**src/rtl/fc_argmax_decider_if.sv**
```systemverilog
// Score-stream interface for the argmax decider.
// slave  : decider side (consumes scores, produces decision/readback).
// master : producer/observer side.
// Signals:
//   valid_in, data_in, clear : score stream and partial-frame abort
//   rd_addr / rd_data        : score buffer readback
//   decision, max_score      : winner of the last completed frame
//   valid_out                : one-cycle pulse on decision update
//   frame_cnt, busy          : completed-frame count, partial-frame flag
interface fc_argmax_decider_if #(
  parameter int unsigned DATA_BITS = 12,
  parameter int unsigned IDX_BITS  = 4,
  parameter int unsigned CNT_BITS  = 8
);
  logic                 valid_in;
  logic [DATA_BITS-1:0] data_in;
  logic                 clear;
  logic [IDX_BITS-1:0]  rd_addr;
  logic [DATA_BITS-1:0] rd_data;
  logic [IDX_BITS-1:0]  decision;
  logic [DATA_BITS-1:0] max_score;
  logic                 valid_out;
  logic [CNT_BITS-1:0]  frame_cnt;
  logic                 busy;

  modport slave (
    input  valid_in, data_in, clear, rd_addr,
    output rd_data, decision, max_score, valid_out, frame_cnt, busy
  );

  modport master (
    output valid_in, data_in, clear, rd_addr,
    input  rd_data, decision, max_score, valid_out, frame_cnt, busy
  );
endinterface

```
**src/rtl/fc_argmax_decider.sv**
```systemverilog
// Terminal classification stage: tracks the running signed maximum over a
// serial frame of NUM_CLASSES scores and emits the winning index/score with
// a one-cycle valid pulse. Keeps the last scores for readback and counts
// completed frames.
// Ports:
//   clk   : clock, rising edge
//   rst_n : asynchronous active-low reset
//   bus   : fc_argmax_decider_if.slave (stream in, decision/readback out)
module fc_argmax_decider #(
  parameter int unsigned NUM_CLASSES = 10,
  parameter int unsigned DATA_BITS   = 12,
  parameter int unsigned IDX_BITS    = 4,
  parameter int unsigned CNT_BITS    = 8
) (
  input logic                clk,
  input logic                rst_n,
  fc_argmax_decider_if.slave bus
);

  localparam logic [IDX_BITS-1:0] LastIdx = IDX_BITS'(NUM_CLASSES - 1);

  logic [IDX_BITS-1:0]         cls_idx_q, cls_idx_d;
  logic signed [DATA_BITS-1:0] run_max_q, run_max_d;
  logic [IDX_BITS-1:0]         run_idx_q, run_idx_d;
  logic [IDX_BITS-1:0]         decision_q, decision_d;
  logic [DATA_BITS-1:0]        max_score_q, max_score_d;
  logic                        valid_q, valid_d;
  logic [CNT_BITS-1:0]         frame_cnt_q, frame_cnt_d;
  logic [DATA_BITS-1:0]        buf_q [NUM_CLASSES];

  logic                        accept;
  logic                        take_new;
  logic signed [DATA_BITS-1:0] din_s;
  logic signed [DATA_BITS-1:0] win_max;
  logic [IDX_BITS-1:0]         win_idx;

  assign din_s  = $signed(bus.data_in);
  // clear has priority over a coincident sample
  assign accept = bus.valid_in && !bus.clear;

  always_comb begin
    // First sample of a frame always seeds the running max; afterwards only a
    // strictly greater score wins, so ties keep the lower index.
    take_new = (cls_idx_q == '0) || (din_s > run_max_q);
    win_max  = take_new ? din_s : run_max_q;
    win_idx  = take_new ? cls_idx_q : run_idx_q;

    cls_idx_d   = cls_idx_q;
    run_max_d   = run_max_q;
    run_idx_d   = run_idx_q;
    decision_d  = decision_q;
    max_score_d = max_score_q;
    valid_d     = 1'b0;
    frame_cnt_d = frame_cnt_q;

    if (bus.clear) begin
      cls_idx_d = '0;
      run_max_d = '0;
      run_idx_d = '0;
    end else if (accept) begin
      run_max_d = win_max;
      run_idx_d = win_idx;
      if (cls_idx_q == LastIdx) begin
        // Final compare folded into the completion edge
        cls_idx_d   = '0;
        decision_d  = win_idx;
        max_score_d = win_max;
        valid_d     = 1'b1;
        frame_cnt_d = frame_cnt_q + 1'b1;
      end else begin
        cls_idx_d = cls_idx_q + 1'b1;
      end
    end
  end

  always_ff @(posedge clk or negedge rst_n) begin
    if (!rst_n) begin
      cls_idx_q   <= '0;
      run_max_q   <= '0;
      run_idx_q   <= '0;
      decision_q  <= '0;
      max_score_q <= '0;
      valid_q     <= 1'b0;
      frame_cnt_q <= '0;
      for (int i = 0; i < int'(NUM_CLASSES); i++) begin
        buf_q[i] <= '0;
      end
    end else begin
      cls_idx_q   <= cls_idx_d;
      run_max_q   <= run_max_d;
      run_idx_q   <= run_idx_d;
      decision_q  <= decision_d;
      max_score_q <= max_score_d;
      valid_q     <= valid_d;
      frame_cnt_q <= frame_cnt_d;
      if (accept) begin
        buf_q[cls_idx_q] <= bus.data_in;
      end
    end
  end

  assign bus.decision  = decision_q;
  assign bus.max_score = max_score_q;
  assign bus.valid_out = valid_q;
  assign bus.frame_cnt = frame_cnt_q;
  assign bus.busy      = (cls_idx_q != '0);
  assign bus.rd_data   = (bus.rd_addr <= LastIdx) ? buf_q[bus.rd_addr] : '0;

endmodule

```
**src/flat_wrapper.sv**
```systemverilog
// flat-port wrapper written by rule: the top's interface ports become plain ports
module fc_argmax_decider_flat 
#(
  parameter int unsigned NUM_CLASSES = 10,
  parameter int unsigned DATA_BITS   = 12,
  parameter int unsigned IDX_BITS    = 4,
  parameter int unsigned CNT_BITS    = 8
)
  (clk, rst_n, bus_valid_in, bus_data_in, bus_clear, bus_rd_addr, bus_rd_data, bus_decision, bus_max_score, bus_valid_out, bus_frame_cnt, bus_busy);
  fc_argmax_decider_if #(.DATA_BITS(DATA_BITS), .IDX_BITS(IDX_BITS), .CNT_BITS(CNT_BITS)) bus_i ();
  input logic clk;
  input logic rst_n;
  input wire logic [$bits(bus_i.valid_in)-1:0] bus_valid_in;
  input wire logic [$bits(bus_i.data_in)-1:0] bus_data_in;
  input wire logic [$bits(bus_i.clear)-1:0] bus_clear;
  input wire logic [$bits(bus_i.rd_addr)-1:0] bus_rd_addr;
  output wire logic [$bits(bus_i.rd_data)-1:0] bus_rd_data;
  output wire logic [$bits(bus_i.decision)-1:0] bus_decision;
  output wire logic [$bits(bus_i.max_score)-1:0] bus_max_score;
  output wire logic [$bits(bus_i.valid_out)-1:0] bus_valid_out;
  output wire logic [$bits(bus_i.frame_cnt)-1:0] bus_frame_cnt;
  output wire logic [$bits(bus_i.busy)-1:0] bus_busy;
  assign bus_i.valid_in = bus_valid_in;
  assign bus_i.data_in = bus_data_in;
  assign bus_i.clear = bus_clear;
  assign bus_i.rd_addr = bus_rd_addr;
  assign bus_rd_data = bus_i.rd_data;
  assign bus_decision = bus_i.decision;
  assign bus_max_score = bus_i.max_score;
  assign bus_valid_out = bus_i.valid_out;
  assign bus_frame_cnt = bus_i.frame_cnt;
  assign bus_busy = bus_i.busy;
  fc_argmax_decider #(.NUM_CLASSES(NUM_CLASSES), .DATA_BITS(DATA_BITS), .IDX_BITS(IDX_BITS), .CNT_BITS(CNT_BITS)) u_core (.clk(clk), .rst_n(rst_n), .bus(bus_i));
endmodule
```
**config.mk**
```make
export PLATFORM = sky130hd
export DESIGN_NAME = fc_argmax_decider_flat
export DESIGN_NICKNAME = d
export VERILOG_FILES = /design/src/rtl/fc_argmax_decider_if.sv /design/src/rtl/fc_argmax_decider.sv /design/src/flat_wrapper.sv
export SDC_FILE = /design/constraint.sdc
export NUM_CORES = 1
export LEC_CHECK = 0
export ABC_AREA = 1
export CAP_MARGIN = 20
export CORE_ASPECT_RATIO = 0.7
export CORE_MARGIN = 2
export CORE_UTILIZATION = 60
export DETAILED_ROUTE_END_ITERATION = 10
export DONT_BUFFER_PORTS = 1
export PLACE_DENSITY = 0.82
export SLEW_MARGIN = 0
export SYNTH_ARGS = -nofsm -noshare
export SYNTH_HDL_FRONTEND = slang
export SYNTH_SLANG_ARGS = --single-unit
```
**constraint.sdc**
```tcl
create_clock -name clk -period 5 [get_ports clk]
set_input_delay 1.5 -clock clk [delete_from_list [all_inputs] [get_ports clk]]
set_output_delay 1.5 -clock clk [all_outputs]
set_load 0.02 [all_outputs]
```
==> summary.md, run 1 <==
| Metric | Value |
|---|---|
| Outcome | finished clean |
| Beginning of the worst hold path | u_core.run_max_q[9]$_DFFE_PN0P_ |
| Synth Instances | about 870 |
| Routed length on met2 | 8.35 mm |
| Vias in the first global route | a little under 6000 |
| PwrDens | a little under 400 nW/um2 |
| P_leak | around 4.0 nW |
| Worst setup SP type | input pin |
| Biggest cell delay along the critical path | roughly 0.41 ns |
| Syn Area/Cell | approximately 8.6 um2 |
| Routability Congestion | between 0.9 and 1 |
| FF-to-FF Start | u_core.run_max_q[11]$_DFFE_PN0P_ |
| Clk pin slew, worst setup/hold paths | roughly 0.07 ns |
| Hold WC Path Type | reg -> reg |
| Worst skew pair latency | between 0.4 and 0.5 ns |
| Met1 wire length | around 8.7 mm |
| WL met3 | 2.42 mm |
| Hold Buf Count CTS | 0 |
| Core Footprint | approximately 12000 um2 |
| CP Capture Type | primary output |
| GRT Total Usage | a little under a third |
| Top Ports | slightly below 60 |
| Drc violations | 0 |
| Number of buffers added for setup after CTS | 0 |
| Crit path time final | 4.63 ns |
| Proportion of layout cells with a drive suffix above 1 | under 10% |
| Vias post-DR | approximately 6400 |
| Die extent in y | around 98 um |
| Crit path kind | in -> out |
| Initial antenna violation count | 0 |
| DRT Pass-1 Iters | 7 |
| DPL Wire Length | between 10 and 15 mm |
| Pre-CTS setup slack | 0.460 ns |
| Total Power | roughly 3.2 mW |
| Top sig layer | met4 |
| Most frequent cells in the layout | 244 x nand2_1, 168 x o21ai_0, 165 x dfrtp_1 |
| Final hold slack | roughly 0.48 ns |
| RSZ-0062 raised after global routing | no |
| Final instance area | 8240 um2 |
| Final hold vios | 0 |
| Row count | 34 |
| Die Wd | ~140 um |
| CTS tree | yes |
| Setup Total Neg Slack | 0 ns |
| CP max FO | 27 |
| WP data required | between 3 and 4 ns |
| Remaining Overflow, GRT | 0 |
| Total CTS buffers | 17 |
| Post-DRT Antenna Nets | 0 |
| Full die area | approximately 14000 um2 |
| Least-Margin Pin Slew | slightly above 0.9 ns |
| Crit. Startpoint | bus_rd_addr[0] |
| Final #Nets | approximately 900 |
| IO Port Bufs | 0 |
| Slew headroom | 38.1% |
| Root buffer cell | clkbuf_16 |
| FMAX | between 200 and 250 MHz |
| Synth cell types | 32 |
| Vias/cell | slightly above 6 |
| CTS resizes | 0 |
| Filler cell count | 979 |
| Routed WL | 19.8 mm |
| Critical path's slowest cell | inv_2 |
| Area delta synth->final | 9.15% |
| Commonest non-fill, non-tap cell in the layout | nand2_1 |
| H-tree lvl count | 4 |
| Synthesized flop and latch total | about 170 |
| Worst setup margin | between 0.3 and 0.4 ns |
| Maxcap violations | 0 |
| CP Cell Sequence | inv_2 -> or2_2 -> inv_2 -> buf_4 -> a221oi_1 -> o21ai_0 -> nand3_1 -> o21ai_0 -> buf_4 |
| Clk sinks | about 170 |
| Syn nets | 907 |
| WL per Instance | ~19 um |
| Yosys Warn Count | 0 |
| Dpl cell area | ~7600 um2 |
| Maximum vdd drop | between 200 and 300 uV |
| Pins Over Slew Limit | 0 |
| Final period util | between 90% and 100% |
| Antenna Cells | 0 |
| Critical path arrival | around 3.1 ns |
| Largest net degree at the start of global routing | 166 |
| Max Buffers Root-to-Sink | 2 |
| Clk_skew | roughly 0.0083 ns |
| Starting Density | around 61% |
| Synthesized area | ~7500 um2 |
| Starting DRT DRC Count | ~830 |
| First-pass GRT wire length | roughly 32 mm |
| Sequential area share after synthesis | between 50% and 60% |
| Final Setup Violations | 0 |
## per-stage QoR
step           util (%)  std cells
2_1_floorplan         -        874
3_3_place_gp       62.0        997
3_5_place_dp       62.0        997
4_1_cts            66.8       1029
5_1_grt            66.8       1029
6_report           66.8       1029
## where the power goes
group	internal (mW)	switching, mW
logic	0.115	0.228
clock network	0.754	0.573
registers	1.45	0.0782
## worst max-delay path, delay by kind of cell
family	cells	cell delay [ns]
AOI/OAI and AO/OA	3	0.34
buffers and inverters	4	0.91
and+or+nand+nor	2	0.36
## synthesized netlist by cell type
library cell / count / share of area (%)
a21o_1: 1 / 0.10
a21oi_1: 5 / 0.33
a221oi_1: 24 / 2.8
a22oi_1: 12 / 1.2
a31oi_1: 1 / 0.083
buf_2: 8 / 0.53
buf_4: 2 / 0.20
buf_6: 2 / 0.30
clkbuf_1: 46 / 2.3
clkbuf_2: 1 / 0.066
dfrtp_1: 165 / 55
ha_1: 13 / 2.2
inv_1: 43 / 2.1
inv_2: 5 / 0.25
nand2_1: 244 / 12
nand2_2: 4 / 0.33
nand2_4: 1 / 0.15
nand3_1: 59 / 3.9
nand3_2: 1 / 0.13
nand3_4: 1 / 0.23
nand4_1: 5 / 0.41
nand4_2: 1 / 0.17
nor2_1: 31 / 1.5
nor2_2: 3 / 0.25
nor2_4: 1 / 0.15
nor3_1: 1 / 0.066
nor3_2: 2 / 0.27
o21ai_0: 168 / 11
o21ai_1: 16 / 1.1
or2_2: 1 / 0.083
xnor2_1: 1 / 0.12
xor2_1: 6 / 0.70
## cell type report
type | count | area, um2 | share of cell area [%]
timing repair buffer | 20 | 150 | 1.82
multi-input combinational | 602 | 2980 | 36.2
clock inverter | 14 | 151 | 1.84
sequential | 165 | 4130 | 50.1
clock buffer | 18 | 439 | 5.33
tap | 162 | 203 | 2.46
inverter | 48 | 180 | 2.19
## flip-flops by register name (all words and copies together) (netlist names)
| name | count |
|---|---|
| u_core.bus.max_score | 12 |
| u_core.cls_idx_q | 4 |
| u_core.run_max_q | 12 |
| u_core.bus.decision | 4 |
| u_core.bus.valid_out | 1 |
| u_core.buf_q | 120 |
| u_core.run_idx_q | 4 |
| u_core.bus.frame_cnt | 8 |
## per-layer routing
metal	vias up	global-route usage, %
met1	3066	45.2
met3	41	10.4
met5	-	0
li1	2885	-
met4	0	8.63
met2	380	41.9
## worst paths after layout
kind	to	slack [ns]	cells after the start
setup / recovery	bus_rd_data[6]	0.37	9
hold / removal	u_core.run_max_q[9]$_DFFE_PN0P_	0.48	2
setup reg to reg	u_core.run_max_q[10]$_DFFE_PN0P_	2.71	13
hold reg to reg	u_core.run_max_q[9]$_DFFE_PN0P_	0.48	2
max in group asynchronous	u_core.buf_q[89]$_DFFE_PN0P_	3.94	0
min in group asynchronous	u_core.bus.frame_cnt[6]$_DFFE_PN0P_	0.76	0
## logic make-up (layout without fill, tap and decap cells)
kind of cell / after synthesis / in the layout / share of synthesized area [%]
simple gates: 355 / 355 / 19.8
buf+inv: 107 / 100 / 5.77
flops: 165 / 165 / 54.7
fa+ha+maj: 13 / 13 / 2.16
compound gates: 227 / 227 / 16.7
xor+xnor: 7 / 7 / 0.813
Power figures use the tool's default switching activity.
==> run 2: changes to the inputs <==
CORE_ASPECT_RATIO = not set   (was 0.7)
CORE_UTILIZATION = 30   (was 60)
PLACE_DENSITY = 0.5   (was 0.82)
==> run 2 against run 1 <==
Net effect: final cell count increased by 16%; power decreased by 2.8%; register-to-register slack improved by 0.05 ns; die area increased by 96%; critical path depth unchanged; combinational power decreased by 3%; count of clock-buffer cells in the layout unchanged; clock power decreased by 6%; global-route usage decreased by 13 points; clock skew increased by 0.011 ns; via count decreased by 7.8%; routed wire length increased by 7.8%.
==> summary.md, run 2 (synthesis gave the netlist of run 1 again) <==
| Metric | Value |
|---|---|
| Outcome | finished clean (unchanged) |
| CTS resizes | 0 (unchanged) |
| FMAX | 233 MHz (was 216 MHz) |
| Hold WC Path Type | reg -> reg (unchanged) |
| Setup Total Neg Slack | 0 ns (unchanged) |
| Initial antenna violation count | 0 (unchanged) |
| Least-Margin Pin Slew | 0.895 ns (was 0.926 ns) |
| Clk sinks | 165 (unchanged) |
| Filler cell count | 2661 (was 979) |
| Max FFs per register | 120 (unchanged) |
| Crit path kind | in -> out (unchanged) |
| Vias in the first global route | 5905 (was 5849) |
| WP data required | 3.50 ns (about the same) |
| Routed WL | 21.3 mm (was 19.8 mm) |
| Top Ports | 58 (unchanged) |
| CP max FO | 36 (was 27) |
| Drc violations | 0 (unchanged) |
| Pre-CTS setup slack | 0.716 ns (was 0.460 ns) |
| H-tree lvl count | 4 (unchanged) |
| Clk pin slew, worst setup/hold paths | 0.06 ns (was 0.07 ns) |
| Final #Nets | 888 (was 887) |
| Maxcap violations | 0 (unchanged) |
| Row count | 58 (was 34) |
| Remaining Overflow, GRT | 0 (unchanged) |
| Number of buffers added for setup after CTS | 0 (unchanged) |
| Worst setup SP type | input pin (unchanged) |
| Critical path arrival | 2.80 ns (was 3.13 ns) |
| Reg area | 4130 um2 (unchanged) |
| Total CTS buffers | 17 (unchanged) |
| WL per Instance | 17.8 um (was 19.2 um) |
| Slew headroom | 40.2% (was 38.1%) |
| CTS tree | yes (unchanged) |
| Core Footprint | 25000 um2 (was 12300 um2) |
| Area delta synth->final | 11.7% (was 9.15%) |
| Worst skew pair latency | 0.44 ns (about the same) |
| Largest reg by FF count | u_core.buf_q (unchanged) |
| Proportion of layout cells with a drive suffix above 1 | 8.53% (was 8.42%) |
| Max Buffers Root-to-Sink | 2 (unchanged) |
| GRT Total Usage | 17.0% (was 30.2%) |
| Hold Buf Count CTS | 0 (unchanged) |
| Starting Density | 30.2% (was 61.2%) |
| Post-DRT Antenna Nets | 0 (unchanged) |
| Commonest non-fill, non-tap cell in the layout | nand2_1 (unchanged) |
| Clk_skew | 0.0191 ns (was 0.00828 ns) |
| CP Capture Type | primary output (unchanged) |
| Final period util | 85.9% (was 92.5%) |
| First-pass GRT wire length | 34.0 mm (was 31.7 mm) |
| Antenna Cells | 0 (unchanged) |
| Die Wd | 163 um (was 138 um) |
| Starting DRT DRC Count | 472 (was 827) |
| Pins Over Slew Limit | 0 (unchanged) |
| Routability Congestion | 0.808 (was 0.955) |
| Utilization after layout | 33.8% (was 66.8%) |
| Maximum vdd drop | 166 uV (was 278 uV) |
| Vias post-DR | 5872 (was 6372) |
| IO Port Bufs | 0 (unchanged) |
| Largest net degree at the start of global routing | 166 (unchanged) |
| Final Setup Violations | 0 (unchanged) |
| RSZ-0062 raised after global routing | no (unchanged) |
| Vias/cell | 4.90 (was 6.19) |
| Full die area | 26400 um2 (was 13500 um2) |
| Die extent in y | 163 um (was 97.8 um) |
| Worst setup margin | 0.703 ns (was 0.374 ns) |
| Crit path time final | 4.30 ns (was 4.63 ns) |
| Root buffer cell | clkbuf_16 (unchanged) |
| P_leak | 3.99 nW (was 4.00 nW) |
| DPL Wire Length | 13.5 mm (was 12.6 mm) |
| DRT Pass-1 Iters | 6 (was 7) |
| Multi-input logic area | 2980 um2 (unchanged) |
| Final hold vios | 0 (unchanged) |
| PwrDens | 369 nW/um2 (was 388 nW/um2) |
| Worst reg2reg setup slack | 2.76 ns (was 2.71 ns) |
| Most frequent cells in the layout | 244 x nand2_1, 168 x o21ai_0, 165 x dfrtp_1 (unchanged) |
## run 2: changes by cell type in the layout (fill, tap and decap cells not counted)
| cell | before | now |
|---|---|---|
| bufinv_16 | 2 | 0 |
| clkinvlp_4 | 2 | 3 |
| clkinv_4 | 3 | 0 |
| inv_6 | 4 | 8 |
| inv_8 | 0 | 1 |
| buf_12 | 0 | 1 |
| clkinv_2 | 3 | 2 |
## run 2: critical path: stages
cell	delay [ns]
inv_2	0.02
or2_2	0.27
inv_2	0.07
buf_12	0.20
a221oi_1	0.10
o21ai_0	0.11
nand3_1	0.09
o21ai_0	0.20
buf_4	0.22
## run 2: metal layers
metal | part of all wire (%) | GRT usage [%]
met1 | 47 | 22.6
met2 | 45 | 26.9
met3 | 5.1 | 4.46
met4 | 2.8 | 6.28
met5 | 0 | 0
## run 2: final timing paths
check | from | end | cells past startpoint
max in group asynchronous | rst_n | u_core.bus.max_score[10]$_DFFE_PN0P_ | 0
setup / recovery | bus_rd_addr[0] | bus_rd_data[3] | 9
setup reg to reg | u_core.run_max_q[11]$_DFFE_PN0P_ | u_core.bus.max_score[10]$_DFFE_PN0P_ | 13
hold reg to reg | u_core.buf_q[43]$_DFFE_PN0P_ | u_core.buf_q[43]$_DFFE_PN0P_ | 2
min in group asynchronous | rst_n | u_core.run_max_q[2]$_DFFE_PN0P_ | 0
hold / removal | u_core.buf_q[43]$_DFFE_PN0P_ | u_core.buf_q[43]$_DFFE_PN0P_ | 2
## run 2: area by class of cell
type | count | area share (%)
sequential | 165 | 49.0
multi-input combinational | 602 | 35.4
clock buffer | 18 | 5.21
tap | 330 | 4.90
inverter | 48 | 2.14
timing repair buffer | 21 | 2.02
clock inverter | 14 | 1.35
## run 2: power by group
group	leakage (nW)	internal, mW	switching, mW
Clock	0.267	0.663	0.591
Sequential	2.22	1.45	0.0732
Combinational	1.51	0.116	0.218
Total	3.99	2.23	0.882
## run 2: through the flow
step	total power [mW]	area, um2	hold WS [ns]	std cells
2_1_floorplan	1.78	7540	0.448	874
3_3_place_gp	1.88	7880	0.461	1166
3_5_place_dp	1.88	7880	0.465	1166
4_1_cts	3.14	8430	0.483	1198
5_1_grt	3.27	8430	0.507	1198
6_report	3.11	8430	0.480	1198
==> run 3: changes to the inputs <==
CORE_UTILIZATION = 60   (was 30)
PLACE_DENSITY = 0.82   (was 0.5)
==> run 3 against run 2 <==
Net effect: final cell count fell by 14%; clock power increased by 9%; setup slack got worse by 0.080 ns; hold slack better by 0.0052 ns; critical path depth is 2 lower; first-iteration DRC count grew 90%; count of clock-buffer cells in the layout increased by 1; sequential share of layout area grew 0.91 points; non-clock buffer count down 2; die area down 49%; fmax shrank 1.8%.
==> summary.md, run 3 (synthesis gave the netlist of run 1 again) <==
| Metric | Value |
|---|---|
| Drc violations | 0 (unchanged) |
| Routability Congestion | 0.940 (was 0.808) |
| Full die area | 13500 um2 (was 26400 um2) |
| Total CTS buffers | 17 (unchanged) |
| PwrDens | 390 nW/um2 (was 369 nW/um2) |
| FMAX | 228 MHz (was 233 MHz) |
| Internal power | 2.37 mW (was 2.23 mW) |
| Hold Buf Count CTS | 0 (unchanged) |
| Initial antenna violation count | 0 (unchanged) |
| Largest net degree at the start of global routing | 166 (unchanged) |
| Clk pwr share | 42.2% (was 40.3%) |
| Area delta synth->final | 9.67% (was 11.7%) |
| Total Power | 3.23 mW (was 3.11 mW) |
| Starting Density | 62.0% (was 30.2%) |
| RSZ-0062 raised after global routing | no (unchanged) |
| Maxcap violations | 0 (unchanged) |
| WP data required | 3.50 ns (about the same) |
| GR Util met2 | 49.4% (was 26.9%) |
| Final instance area | 8270 um2 (was 8430 um2) |
| Met1 usage | 39.9% (was 22.6%) |
| Global route hottest layer | met2 (unchanged) |
| CP bufs+invs | 2 (was 4) |
| Seq pwr share | 47.4% (was 49.0%) |
| Pins Over Slew Limit | 0 (unchanged) |
| Multi-input logic area | 2980 um2 (unchanged) |
| Most frequent cells in the layout | 244 x nand2_1, 168 x o21ai_0, 165 x dfrtp_1 (unchanged) |
| DRT Pass-1 Iters | 8 (was 6) |
| Post-DRT Antenna Nets | 0 (unchanged) |
| Logic pwr share | 10.4% (was 10.7%) |
| Routed WL | 19.5 mm (was 21.3 mm) |
| Critical path arrival | 2.88 ns (was 2.80 ns) |
| Clk_skew | 0.00691 ns (was 0.0191 ns) |
| CP max FO | 26 (was 36) |
| IO Port Bufs | 0 (unchanged) |
| CP most frequent cell | buf_4 |
| Final hold vios | 0 (unchanged) |
| Die Wd | 116 um (was 163 um) |
| DPL Wire Length | 12.7 mm (was 13.5 mm) |
| Worst skew pair latency | 0.43 ns (was 0.44 ns) |
| Vias in the first global route | 6223 (was 5905) |
| Cell family with most CP delay | simple AND/OR/NAND/NOR gates (was buffers and inverters) |
| Die extent in y | 116 um (was 163 um) |
| Proportion of layout cells with a drive suffix above 1 | 8.20% (was 8.53%) |
| Max FFs per register | 120 (unchanged) |
| Met3 usage in global routing | 9.55% (was 4.46%) |
| Vias/cell | 6.17 (was 4.90) |
| Antenna Cells | 0 (unchanged) |
| Number of buffers added for setup after CTS | 0 (unchanged) |
| Final Setup Violations | 0 (unchanged) |
| Switching pwr | 0.857 mW (was 0.882 mW) |
| P_leak | 4.00 nW (was 3.99 nW) |
| Starting DRT DRC Count | 897 (was 472) |
| Worst setup SP type | input pin (unchanged) |
| CTS resizes | 0 (unchanged) |
| CP Cell Sequence | nor2_2 -> buf_4 -> a221oi_1 -> o21ai_1 -> nand3_1 -> o21ai_0 -> buf_4 (was inv_2 -> or2_2 -> inv_2 -> buf_12 -> a221oi_1 -> o21ai_0 -> nand3_1 -> o21ai_0 -> buf_4) |
| Max Buffers Root-to-Sink | 2 (unchanged) |
| WL per Instance | 18.9 um (was 17.8 um) |
| Clk pin slew, worst setup/hold paths | 0.06 ns (about the same) |
| Crit path kind | in -> out (unchanged) |
| Final #Nets | 886 (was 888) |
| Dpl cell area | 7660 um2 (was 7880 um2) |
| Setup Total Neg Slack | 0 ns (unchanged) |
| Outcome | finished clean (unchanged) |
| Commonest non-fill, non-tap cell in the layout | nand2_1 (unchanged) |
| Top Ports | 58 (unchanged) |
| CTS tree | yes (unchanged) |
| Critical path's slowest cell | nor2_2 (was or2_2) |
| Crit path time final | 4.38 ns (was 4.30 ns) |
| Core Footprint | 12200 um2 (was 25000 um2) |
| Root buffer cell | clkbuf_16 (unchanged) |
| Largest reg by FF count | u_core.buf_q (unchanged) |
| Hold WC Path Type | reg -> reg (unchanged) |
| Switching Fraction | 26.5% (was 28.4%) |
| Maximum vdd drop | 306 uV (was 166 uV) |
| Least-Margin Pin Slew | 0.885 ns (was 0.895 ns) |
| Vias post-DR | 6378 (was 5872) |
| Reg area | 4130 um2 (unchanged) |
| Filler cell count | 921 (was 2661) |
| First-pass GRT wire length | 31.9 mm (was 34.0 mm) |
| H-tree lvl count | 4 (unchanged) |
| Biggest cell delay along the critical path | 0.41 ns (was 0.27 ns) |
| Row count | 40 (was 58) |
| Slew headroom | 40.9% (was 40.2%) |
| Final period util | 87.5% (was 85.9%) |
| Clk sinks | 165 (unchanged) |
| CP Capture Type | primary output (unchanged) |
| GRT Total Usage | 31.5% (was 17.0%) |
| Remaining Overflow, GRT | 0 (unchanged) |
## run 3: cell count changes in the layout (fill, tap and decap cells not counted)
cell        change
clkbuf_1        +1
clkinv_2        -2
bufinv_16       +3
inv_6           -6
clkinvlp_4      +2
clkinv_4        +2
buf_4           -2
## run 3: layer usage
metal / part of all wire (%) / vias to the layer above
li1: - / 2890
met1: 39 / 3060
met2: 48 / 360
met3: 9.1 / 68
met4: 4.5 / 0
met5: 0 / -
## run 3: final timing paths
kind	startpoint	to	slack (ns)	cells after the start
max	bus_rd_addr[1]	bus_rd_data[5]	0.62	7
min	u_core.run_max_q[9]$_DFFE_PN0P_	u_core.run_max_q[9]$_DFFE_PN0P_	0.49	2
max reg2reg	u_core.run_max_q[11]$_DFFE_PN0P_	u_core.bus.max_score[3]$_DFFE_PN0P_	2.76	13
min reg2reg	u_core.run_max_q[9]$_DFFE_PN0P_	u_core.run_max_q[9]$_DFFE_PN0P_	0.49	2
max in group asynchronous	rst_n	u_core.buf_q[75]$_DFFE_PN0P_	4.08	0
min in group asynchronous	rst_n	u_core.buf_q[47]$_DFFE_PN0P_	0.77	0
## run 3: final cells by class
cell class              instances  area share [%]
flip-flops and latches        165            49.9
multi-input cells             602            36.1
clock buffers                  19            5.35
inverters                      48            2.18
well taps                     168            2.54
repair buffers                 19            1.88
clock inverters                13            2.10
## run 3: stage by stage
stage | instances | util, % | setup WS (ns) | hold WS, ns
finish | 1034 | 68.0 | 0.623 | 0.486
detailed placement | 1002 | 63.0 | 0.638 | 0.467
floorplan | 874 | - | 0.634 | 0.448
global placement | 1002 | 63.0 | 0.707 | 0.462
CTS | 1034 | 68.0 | 0.626 | 0.485
global route | 1034 | 68.0 | 0.536 | 0.496
## run 3: worst min-delay path, stage by stage, from the launching register on
cell     delay (ns)
dfrtp_1        0.34
nand2_1        0.06
nand2_1        0.05
## run 3: power groups by stage
stage / registers (mW) / clock network, mW / logic (mW)
CTS: 1.53 / 1.37 / 0.334
global placement: 1.54 / 0 / 0.313
global route: 1.54 / 1.43 / 0.382
floorplan: 1.53 / 0 / 0.259
detailed placement: 1.55 / 0 / 0.330
finish: 1.53 / 1.36 / 0.336
